### src/rtl/calc_cmd_driver.sv
// calc_cmd_driver: sequential front end for the 4-bit combinational calculator.
// It takes one command over a valid/ready handshake and drives calc_op/calc_a/calc_b
// from registers. After one settle cycle it captures calc_r/calc_ovf. It then holds
// the result on a second valid/ready handshake until the consumer takes it.
// It also keeps an accumulator for operand chaining, a sticky overflow flag and a
// saturating count of captured results.
//
// Optional feature: define CALC_OVF_HOLD_ACC_EN so that an overflowed result leaves
// the accumulator unchanged. res_r, sticky_ovf and op_count still update normally.
module calc_cmd_driver #(
  parameter int COUNT_W = 8
) (
  input  logic               clk,
  input  logic               reset,
  input  logic               cmd_valid,
  output logic               cmd_ready,
  input  logic [2:0]         cmd_op,
  input  logic [3:0]         cmd_a,
  input  logic [3:0]         cmd_b,
  input  logic               cmd_chain,
  output logic [2:0]         calc_op,
  output logic [3:0]         calc_a,
  output logic [3:0]         calc_b,
  input  logic [3:0]         calc_r,
  input  logic               calc_ovf,
  output logic               res_valid,
  input  logic               res_ready,
  output logic [3:0]         res_r,
  output logic               res_ovf,
  output logic               sticky_ovf,
  input  logic               ovf_clr,
  output logic [COUNT_W-1:0] op_count
);

  typedef enum logic [1:0] {
    IDLE  = 2'd0,
    DRIVE = 2'd1,
    HOLD  = 2'd2
  } state_t;

  localparam logic [COUNT_W-1:0] COUNT_MAX = {COUNT_W{1'b1}};
  localparam logic [COUNT_W-1:0] COUNT_ONE = {{(COUNT_W-1){1'b0}}, 1'b1};

  state_t     state;
  logic [3:0] acc;
  logic       acc_load;

  // An overflowed result may be kept out of the accumulator when the option is built in.
`ifdef CALC_OVF_HOLD_ACC_EN
  assign acc_load = ~calc_ovf;
`else
  assign acc_load = 1'b1;
`endif

  // Command/result sequencer. All outputs are registered, so calc_r never reaches an
  // output combinationally. calc_* hold their value outside the accept edge.
  // NOTE: every register here uses non-blocking assignment, so each branch reads the
  // values from before the edge, whatever order the statements are written in.
  always_ff @(posedge clk) begin
    if (reset) begin
      state     <= IDLE;
      cmd_ready <= 1'b1;
      calc_op   <= '0;
      calc_a    <= '0;
      calc_b    <= '0;
      res_valid <= 1'b0;
      res_r     <= '0;
      res_ovf   <= 1'b0;
      acc       <= '0;
      op_count  <= '0;
    end else begin
      case (state)
        IDLE: begin
          if (cmd_valid) begin
            calc_op   <= cmd_op;
            calc_a    <= cmd_chain ? acc : cmd_a;
            calc_b    <= cmd_b;
            cmd_ready <= 1'b0;
            state     <= DRIVE;
          end
        end
        DRIVE: begin
          // The calculator has had a full cycle to settle on the held operands.
          res_r     <= calc_r;
          res_ovf   <= calc_ovf;
          if (acc_load) acc <= calc_r;
          if (op_count != COUNT_MAX) op_count <= op_count + COUNT_ONE;
          res_valid <= 1'b1;
          state     <= HOLD;
        end
        HOLD: begin
          // New commands wait until the consumer has taken the result.
          if (res_ready) begin
            res_valid <= 1'b0;
            cmd_ready <= 1'b1;
            state     <= IDLE;
          end
        end
        default: begin
          res_valid <= 1'b0;
          cmd_ready <= 1'b1;
          state     <= IDLE;
        end
      endcase
    end
  end

  // Sticky overflow: an overflow seen at the capture edge wins over a clear on that edge.
  always_ff @(posedge clk) begin
    if (reset) begin
      sticky_ovf <= 1'b0;
    end else if (state == DRIVE && calc_ovf) begin
      sticky_ovf <= 1'b1;
    end else if (ovf_clr) begin
      sticky_ovf <= 1'b0;
    end
  end

endmodule
### config.mk
export PLATFORM = sky130hd
export DESIGN_NAME = calc_cmd_driver
export DESIGN_NICKNAME = d
export VERILOG_FILES = /design/src/rtl/calc_cmd_driver.sv
export SDC_FILE = /design/constraint.sdc
export NUM_CORES = 1
export LEC_CHECK = 0
export ABC_CLOCK_PERIOD_IN_PS = 5060
export CAP_MARGIN = 20
export CORE_MARGIN = 3
export CORE_UTILIZATION = 44
export CTS_CLUSTER_SIZE = 25
export DETAILED_ROUTE_END_ITERATION = 12
export GPL_ROUTABILITY_DRIVEN = 1
export GPL_TIMING_DRIVEN = 1
export PLACE_DENSITY = 0.93
export SLEW_MARGIN = 0
export SYNTH_ARGS = -nofsm -noshare
export SYNTH_HDL_FRONTEND = slang
export SYNTH_SLANG_ARGS = --single-unit
### constraint.sdc
create_clock -name clk -period 5.06 [get_ports clk]
set_clock_uncertainty 0.2 [all_clocks]
set_input_delay 1.265 -clock clk [delete_from_list [all_inputs] [get_ports clk]]
set_output_delay 1.265 -clock clk [all_outputs]
set_load 0.01 [all_outputs]
Word level (Yosys, flattened, before mapping):

Index checks and enable logic that the tools add are counted.

* add/subtract/negate cells: 1
* equality and inequality tests: 5
* mux-type cells: 11
* bitwise logic cells: 2
* reductions and logical operators: 8

Operator list (number)
* 8-bit by 1-bit adder with 8-bit output (second input constant): 1
* 8-bit != test (second input constant): 1
* 2-bit AND reduction: 4
* 1-bit one-hot mux with 3 select lines: 2
* 2-bit one-hot mux with 3 select lines: 1
* 1-bit two-way mux: 5
* 2-bit two-way mux: 2
* 4-bit two-way mux: 1
* 2-bit != test (second input constant): 2
* 3-bit AND reduction: 1
* 2-bit by 1-bit equality test with 1-bit output (second input constant): 1
* 2-bit equality test (second input constant): 1
* 2-bit zero test: 1
* 1-bit inverter: 2
* 2-bit nonzero test: 1
* 1-bit logical AND: 1

* bits in registers: 29
* bits of input ports: 22
* output and inout port bits: 27
* logic and storage cells: 37

Logic depth before layout (Yosys ltp):

Gate-level depths: netlist of run 1.

* depth after elaboration: 3
* depth in mapped cells: 6
* depth with buffers taken out: 5

Least setup slack after synthesis of run 1:

OpenSTA, ideal clock, no wires.

* kind: input-to-reg
* start point: input port cmd_valid
* end point: register calc_b[0]
* library setup time: 0.071 ns
* data arrival time: 2.003 ns
* data required time: 4.789 ns
* slack: 2.786 ns
* cell stages on the path: 5
* cell sequence: and2_1 clkbuf_1 clkbuf_1 nand2_1 a21oi_1

* cells in the longest elaborated chain, start to end: 1

RTL lines
* from (decl): line 15 `input logic cmd_valid,`
* 2-bit AND reduction (no line)
* to (signal assigned): line 77 `calc_b <= cmd_b;`
* to (decl): line 23 `output logic [3:0] calc_b,`

No other way between the ends.
A chain may end at the register's enable or synchronous reset.

Final worst setup path of run 1:

* start point: register op_count[2]
* end point: output port op_count[2]

RTL lines
* from (decl): line 32 `output logic [COUNT_W-1:0] op_count`
* from (signal assigned): line 87 `if (op_count != COUNT_MAX) op_count <= op_count + COUNT_ONE;`

No word-level cell between the ends.

==> results of run 1 <==
## state kept, by name, summed over array words and instances, names as in the netlist
signal,cells
calc_b,4
res_ovf,1
sticky_ovf,1
op_count,8
acc,4
calc_op,3
res_valid,1
calc_a,4
state,2
cmd_ready,1
## cell type report
type                       count  area share (%)
sequential                    29            34.3
multi-input combinational     99            31.7
timing repair buffer          48            28.4
clock buffer                   7            3.26
tap                           28            2.07
inverter                       1           0.222
## cell families after synthesis
kind of cell / count (synthesis) / synth area share (%)
adders and majority gates: 1 / 1.08
muxes: 6 / 5.21
buffers and inverters: 8 / 3.25
DFF: 29 / 50.3
AOI/OAI and AO/OA: 28 / 13.7
xor gates and xnor gates: 1 / 0.759
and+or+nand+nor: 63 / 25.7
## power groups by stage
stage	Combinational [W]	Clock (W)	Sequential, W
after global placement	0.0000732	0	0.000253
after CTS	0.0000774	0.000140	0.000248
final	0.0000766	0.000139	0.000249
after detailed placement	0.0000770	0	0.000254
after floorplan	0.0000288	0	0.000258
after global routing	0.0000834	0.000148	0.000250
## Yosys cell counts
library cell  instances
nand2_1              29
dfxtp_1              29
nand4_1               2
nor2_1               14
buf_6                 1
nor3_1                6
a211oi_1              4
mux2i_1               6
or4_1                 1
or3_1                 1
inv_1                 1
o21a_1                1
and2_1                1
nand4_4               1
o31ai_1               2
xor2_1                1
a21oi_1              17
nor2b_2               1
clkbuf_1              4
o21ai_0               4
buf_1                 2
nand2b_1              2
or2b_1                1
ha_1                  1
nand3_1               2
nor2b_1               2
## worst max-delay path by stage
stage | endpoint | slack, ps
floorplan | calc_b[0] | 2790
global placement | op_count[4] | 2060
detailed placement | op_count[4] | 1980
CTS | op_count[2] | 2210
global route | op_count[2] | 2180
finish | op_count[2] | 2210
## per-stage QoR
stage / instance area [µm²] / worst slack [ps] / instances
finish: 1690 / 2210 / 212
global route: 1690 / 2180 / 212
CTS: 1690 / 2210 / 212
detailed placement: 1640 / 1980 / 205
global placement: 1640 / 2060 / 205
floorplan: 1150 / 2790 / 136
## layer usage
metal  vias up  GRT usage (%)
met2        40           33.6
met1       534           21.3
met4         0           6.29
met3         4           6.79
li1        564              -
met5         -              0
==> results.cfg, run 1 <==
[status]
status = completed

[synth]
synth_seq_area_share_pct = 50.3
ys_top_cells_by_area = dfxtp_1, nand2_1, a21oi_1, mux2i_1, nor2_1
synth_cell_types = 26
synth_area_leader_cell = dfxtp_1
avgSynthCellArea_um2 = 8.48
syn_inst = 136
synth_fp_nets = 159
ys_ff_latch = 29
yosysWarnings = 0
netlist_area_um2 = 1150
synth.top_cell.area_share_pct = 50.3

[worst_setup_path]
r2r_slack_ps = 3060
rr_startpoint = state[0]
cpLargestDelayFamily = buffers and inverters
critPathBufInv = 1
critical_path_arrival_ps = 1380
cp.required_ps = 3600
worstSetupEndpointType = primary output
cpMaxStageDelayCell = clkdlybuf4s50_1
worst-path-stages = 1
path_class = register to primary output
startpoint_type = register
reg2reg_to = op_count[5]
crit_path_max_incr_delay_ps = 590
crit_fanout = 6
crit_chain = clkdlybuf4s50_1
reg2reg_depth = 4
worstSetupStartpoint = op_count[2]

[floorplan]
ios = 49
die_y_um = 57.2
dieWidth_um = 57.2
die-area_um2 = 3270
rows = 17
initial_core_util_pct = 49.3
fp.coreArea_um2 = 2340

[hold_path]
hp-class = register to register
min_from = res_ovf
min_path_cells = 2
whs_endpoint = res_ovf

[routing]
ant_nets = 0
top_layer = met4
dr.pass1.iters = 5
routed_via_density = 5.39
vias = 1142
wl_per_cell_um = 14.0
first_iter_violations = 25
route.layer.met1.wl_um = 1240
wl_met3_um = 221
met2WireLength_um = 1470
drcViolationCount = 0
routed_wl_um = 2960

[pwr]
clkPwrFrac_pct = 29.9
comb_power_share_pct = 16.5
power_switching_w = 0.000115
peakVddDrop_uv = 211
p_leak_nw = 0.616
internal_power_w = 0.000349
p_per_area_nw_per_um2 = 274
sw_frac_of_total_pct = 24.8
p_total_w = 0.000464
seqPwrFrac_pct = 53.6

[grt]
grt_max_degree = 31
grt_pass1_wl_um = 4970
grt_usage_pct = 19.1
antenna_found_initial = 0
first_global_vias = 1158
overflow = 0

[cts]
cts_resized = 0
clock-sinks = 29
ctsHoldBuffers = 0
worstSkewPairLatency_ps = 310
clkTransAtPathRegs_ps = 80
cts_made_buffers = 5
cts_setup_buffers = 0
cts_root_buf = clkbuf_4
cts_tree = done
htree_levels = 2
cts_max_path_buffers = 2

[layout]
nFillCells = 184
mostFrequentLayoutCell = clkdlybuf4s50_1
seqCellArea_um2 = 581
drive_above_1_share_pct = 4.35
layout_common_cells = clkdlybuf4s50_1, nand2_1, dfxtp_1, a21oi_1, nor2_1
multi_input_area_um2 = 536
final_core_utilization_pct = 72.2
syn2layout_area_growth_pct = 46.5
nets = 207
num_antenna_cells = 0

[timing]
setup_viol = 0
period_needed_ps = 2850
fin_tns_setup_ps = 0
hold_ws_ps = 262
relSlewSlack_pct = 33.1
worst_slew_pin_slew_ps = 1000
drv_slew = 0
final_hold_viol_count = 0
fmax_ghz = 0.351
rsz0062_at_grt = false
post-route-period-util_pct = 56.3

[flow_run]
maxCapViolCount = 0

[placed_design]
io_buffers = 48
place_congestion = 0.793
dp_hpwl_um = 2230
Note: power is estimated with default switching activity, not from simulation.
==> inputs of run 2 (changes only) <==
--- a/config.mk
+++ b/config.mk
@@ -5,15 +5,15 @@
 export SDC_FILE = /design/constraint.sdc
 export NUM_CORES = 1
 export LEC_CHECK = 0
-export ABC_CLOCK_PERIOD_IN_PS = 5060
+export ABC_CLOCK_PERIOD_IN_PS = 2700
 export CAP_MARGIN = 20
 export CORE_MARGIN = 3
-export CORE_UTILIZATION = 44
+export CORE_UTILIZATION = 41
 export CTS_CLUSTER_SIZE = 25
 export DETAILED_ROUTE_END_ITERATION = 12
 export GPL_ROUTABILITY_DRIVEN = 1
 export GPL_TIMING_DRIVEN = 1
-export PLACE_DENSITY = 0.93
+export PLACE_DENSITY = 0.88
 export SLEW_MARGIN = 0
 export SYNTH_ARGS = -nofsm -noshare
 export SYNTH_HDL_FRONTEND = slang
==> constraint.sdc (replaced) <==
create_clock -name clk -period 2.7 [get_ports clk]
set_clock_uncertainty 0.2 [all_clocks]
set_input_delay 0.675 -clock clk [delete_from_list [all_inputs] [get_ports clk]]
set_output_delay 0.675 -clock clk [all_outputs]
set_load 0.01 [all_outputs]
==> results.cfg, run 2 (same netlist as run 1, synthesis figures left out) <==
[worst_setup_path]
crit_chain = clkdlybuf4s50_1
path_class = register to primary output
crit_path_max_incr_delay_ps = 600
reg2reg_depth = 5
worst-path-stages = 1
crit_fanout = 6
cp.required_ps = 1820
worstSetupEndpointType = primary output
cpLargestDelayFamily = buffers and inverters
cpMaxStageDelayCell = clkdlybuf4s50_1
startpoint_type = register
critPathBufInv = 1
critical_path_arrival_ps = 1410

[grt]
overflow = 0
grt_usage_pct = 18.6
first_global_vias = 1107
antenna_found_initial = 0
grt_max_degree = 20
grt_pass1_wl_um = 4890

[status]
status = completed

[pwr]
p_per_area_nw_per_um2 = 562
p_leak_nw = 0.645
peakVddDrop_uv = 477
p_total_w = 0.000984

[floorplan]
die_y_um = 59.0
initial_core_util_pct = 44.9
die-area_um2 = 3490
ios = 49
rows = 18
fp.coreArea_um2 = 2570
dieWidth_um = 59.0

[timing]
rsz0062_at_grt = false
final_hold_viol_count = 0
period_needed_ps = 2290
fin_tns_setup_ps = 0
post-route-period-util_pct = 84.7
fmax_ghz = 0.437
relSlewSlack_pct = 67.2
worst_slew_pin_slew_ps = 490
setup_viol = 0
drv_slew = 0
fin_ws_ps = 413

[layout]
top_register = op_count
syn2layout_area_growth_pct = 51.7
seqCellArea_um2 = 581
multi_input_area_um2 = 536
largest_register_ff_count = 8
layout_common_cells = clkdlybuf4s50_1, nand2_1, dfxtp_1, a21oi_1, nor2_1
num_antenna_cells = 0
nets = 209
drive_above_1_share_pct = 5.88
mostFrequentLayoutCell = clkdlybuf4s50_1
nFillCells = 202
design_area_um2 = 1750

[routing]
routed_wl_um = 2950
dr.pass1.iters = 4
first_iter_violations = 27
vias = 1125
routed_via_density = 5.18
wl_per_cell_um = 13.6
drcViolationCount = 0
ant_nets = 0

[cts]
cts_resized = 0
cts_max_path_buffers = 2
ctsHoldBuffers = 0
cts_tree = done
cts_made_buffers = 5
cts_setup_buffers = 0
clock-sinks = 29
htree_levels = 2
cts_root_buf = clkbuf_4
worstSkewPairLatency_ps = 330
clkTransAtPathRegs_ps = 100

[placed_design]
place_ws_ps = 540
dpl-instance-area_um2 = 1670
place_congestion = 0.716
io_buffers = 48
dp_hpwl_um = 2190

[flow_run]
maxCapViolCount = 0

[hold_path]
min_path_cells = 2
hp-class = register to register
-- run 2: worst register-to-register path, delay by kind of cell, from the launching register on --
kind            cells  cell delay [ps]
simple gates        3              850
flops               1              410
compound gates      1              150
buf+inv             1              180
-- run 2: layer usage --
| metal | global-route usage, % | wire [µm] | up-vias |
|---|---|---|---|
| met4 | 9.39 | 62 | 0 |
| met3 | 8.28 | 290 | 9 |
| li1 | - | - | 564 |
| met5 | 0 | 0 | - |
| met1 | 21.7 | 1160 | 499 |
| met2 | 28.7 | 1430 | 53 |
-- run 2: metrics by stage --
stage / hold slack [ps] / cells / util, %
floorplan: 281 / 136 / -
global placement: 243 / 209 / 64.9
detailed placement: 248 / 209 / 64.9
CTS: 261 / 217 / 68.2
global route: 287 / 217 / 68.2
finish: 258 / 217 / 68.2
-- run 2: worst paths after layout --
kind | startpoint | to | slack [ps]
setup reg to reg | state[0] | op_count[5] | 850
hold / removal | calc_op[2] | calc_op[2] | 260
hold reg to reg | calc_op[2] | calc_op[2] | 260
setup / recovery | op_count[2] | op_count[2] | 410
-- run 2: area by class of cell --
class                   count  area share [%]
clock buffers               7            3.15
clock inverters             1            1.72
inverters                   1           0.214
multi-input cells          99            30.6
flip-flops and latches     29            33.2
well taps                  30            2.14
repair buffers             50            29.0
-- run 2: where the power goes --
| part | total, W | internal, W | switching [W] |
|---|---|---|---|
| logic | 0.000147 | 0.0000842 | 0.0000623 |
| registers | 0.000465 | 0.000450 | 0.0000155 |
| clock network | 0.000372 | 0.000221 | 0.000151 |
| total | 0.000984 | 0.000755 | 0.000229 |
==> inputs of run 3 (changes only) <==
--- a/config.mk
+++ b/config.mk
@@ -5,15 +5,15 @@
 export SDC_FILE = /design/constraint.sdc
 export NUM_CORES = 1
 export LEC_CHECK = 0
-export ABC_CLOCK_PERIOD_IN_PS = 2700
+export ABC_CLOCK_PERIOD_IN_PS = 2050
 export CAP_MARGIN = 20
 export CORE_MARGIN = 3
-export CORE_UTILIZATION = 41
+export CORE_UTILIZATION = 37
 export CTS_CLUSTER_SIZE = 25
 export DETAILED_ROUTE_END_ITERATION = 12
 export GPL_ROUTABILITY_DRIVEN = 1
 export GPL_TIMING_DRIVEN = 1
-export PLACE_DENSITY = 0.88
+export PLACE_DENSITY = 0.84
 export SLEW_MARGIN = 0
 export SYNTH_ARGS = -nofsm -noshare
 export SYNTH_HDL_FRONTEND = slang
==> constraint.sdc (replaced) <==
create_clock -name clk -period 2.05 [get_ports clk]
set_clock_uncertainty 0.2 [all_clocks]
set_input_delay 0.5125 -clock clk [delete_from_list [all_inputs] [get_ports clk]]
set_output_delay 0.5125 -clock clk [all_outputs]
set_load 0.01 [all_outputs]
==> results.cfg, run 3 (same netlist as run 1, synthesis figures left out) <==
[cts]
cts_made_buffers = 5
cts_max_path_buffers = 2
clkTransAtPathRegs_ps = 90
clock-sinks = 29
cts_tree = done
ctsHoldBuffers = 0
htree_levels = 2
worstSkewPairLatency_ps = 320
cts_root_buf = clkbuf_4

[floorplan]
fp.coreArea_um2 = 2850
die-area_um2 = 3820
die_y_um = 61.8
initial_core_util_pct = 40.4
ios = 49
dieWidth_um = 61.8
rows = 19

[status]
status = completed

[layout]
nets = 211
layout_common_cells = clkdlybuf4s50_1, nand2_1, dfxtp_1, a21oi_1, nor2_1
nFillCells = 266
seqCellArea_um2 = 587
drive_above_1_share_pct = 9.04
top_register = op_count
mostFrequentLayoutCell = clkdlybuf4s50_1
syn2layout_area_growth_pct = 50.0
num_antenna_cells = 0
multi_input_area_um2 = 536
largest_register_ff_count = 8

[worst_setup_path]
crit_chain = clkdlybuf4s50_1
cpLargestDelayFamily = buffers and inverters
rr_startpoint = state[0]
crit_fanout = 4
worstSetupEndpointType = primary output
crit_path_max_incr_delay_ps = 560
reg2reg_depth = 4
critPathBufInv = 1
path_class = register to primary output
critical_path_arrival_ps = 1270
r2r_slack_ps = 360
startpoint_type = register
cpMaxStageDelayCell = clkdlybuf4s50_1
reg2reg_to = op_count[5]
cp.required_ps = 1340
worst-path-stages = 1

[pwr]
p_per_area_nw_per_um2 = 661
peakVddDrop_uv = 290
p_total_w = 0.00114
p_leak_nw = 0.639

[routing]
drcViolationCount = 0
first_iter_violations = 59
dr.pass1.iters = 4
ant_nets = 0
wl_per_cell_um = 13.2
routed_wl_um = 2890
vias = 1133
routed_via_density = 5.17

[timing]
final_hold_viol_count = 0
period_needed_ps = 1980
worst_slew_pin_slew_ps = 467
setup_viol = 0
drv_slew = 0
hold_ws_ps = 262
fin_ws_ps = 65.1
relSlewSlack_pct = 68.8
rsz0062_at_grt = false
post-route-period-util_pct = 96.8
fin_tns_setup_ps = 0
fmax_ghz = 0.504

[placed_design]
dp_hpwl_um = 2170
io_buffers = 48
place_ws_ps = 32.4
place_congestion = 0.671

[grt]
overflow = 0
grt_max_degree = 16
grt_usage_pct = 16.7
grt_pass1_wl_um = 4580
antenna_found_initial = 0
first_global_vias = 1064

[hold_path]
hp-class = register to register
whs_endpoint = calc_op[1]
min_path_cells = 2
min_from = calc_op[1]

[flow_run]
maxCapViolCount = 0
[run 3: cell count changes in the layout (fill, tap and decap cells not counted), sizes merged]
cell / delta
buf: +2
bufinv: -1
[run 3: worst max-delay path by stage]
| stage | startpoint | end | slack [ps] |
|---|---|---|---|
| floorplan | op_count[0] | op_count[1] | 400 |
| global route | op_count[7] | op_count[7] | 6 |
| finish | op_count[7] | op_count[7] | 70 |
| global placement | cmd_valid | calc_a[1] | 120 |
| CTS | op_count[4] | op_count[4] | 10 |
| detailed placement | cmd_valid | calc_a[2] | 30 |
[run 3: timing repair]
action                                  in CTS  in global routing
buffers inserted                             0                  0
hold endpoints to repair                     0                  0
gates resized for setup                      3                  2
endpoints found under the setup margin       3                  2
[run 3: layout make-up]
cell class	count	share of cell area, %
Clock buffer	7	3.18
Inverter	1	0.217
Multi-Input combinational cell	99	30.9
Sequential cell	29	33.9
Tap cell	31	2.24
Timing Repair Buffer	52	29.5
[run 3: power breakdown]
part	total [W]	switching, W	internal (W)
registers	0.000613	0.0000202	0.000593
clock network	0.000341	0.000179	0.000162
logic	0.000190	0.0000804	0.000110
total	0.00114	0.000280	0.000864
[run 3: per-layer routing]
layer / GRT usage, % / wire length, µm / vias to the layer above
li1: - / - / 572
met2: 28.4 / 1360 / 47
met1: 18.1 / 1250 / 501
met5: 0 / 0 / -
met3: 6.40 / 198 / 13
met4: 7.88 / 73 / 0
[run 3: metrics by stage]
stage / instance area, µm² / std cells / utilization (%)
global placement: 1670 / 212 / 58.5
global route: 1730 / 219 / 60.7
detailed placement: 1670 / 212 / 58.5
floorplan: 1150 / 136 / -
finish: 1730 / 219 / 60.7
CTS: 1730 / 219 / 60.6
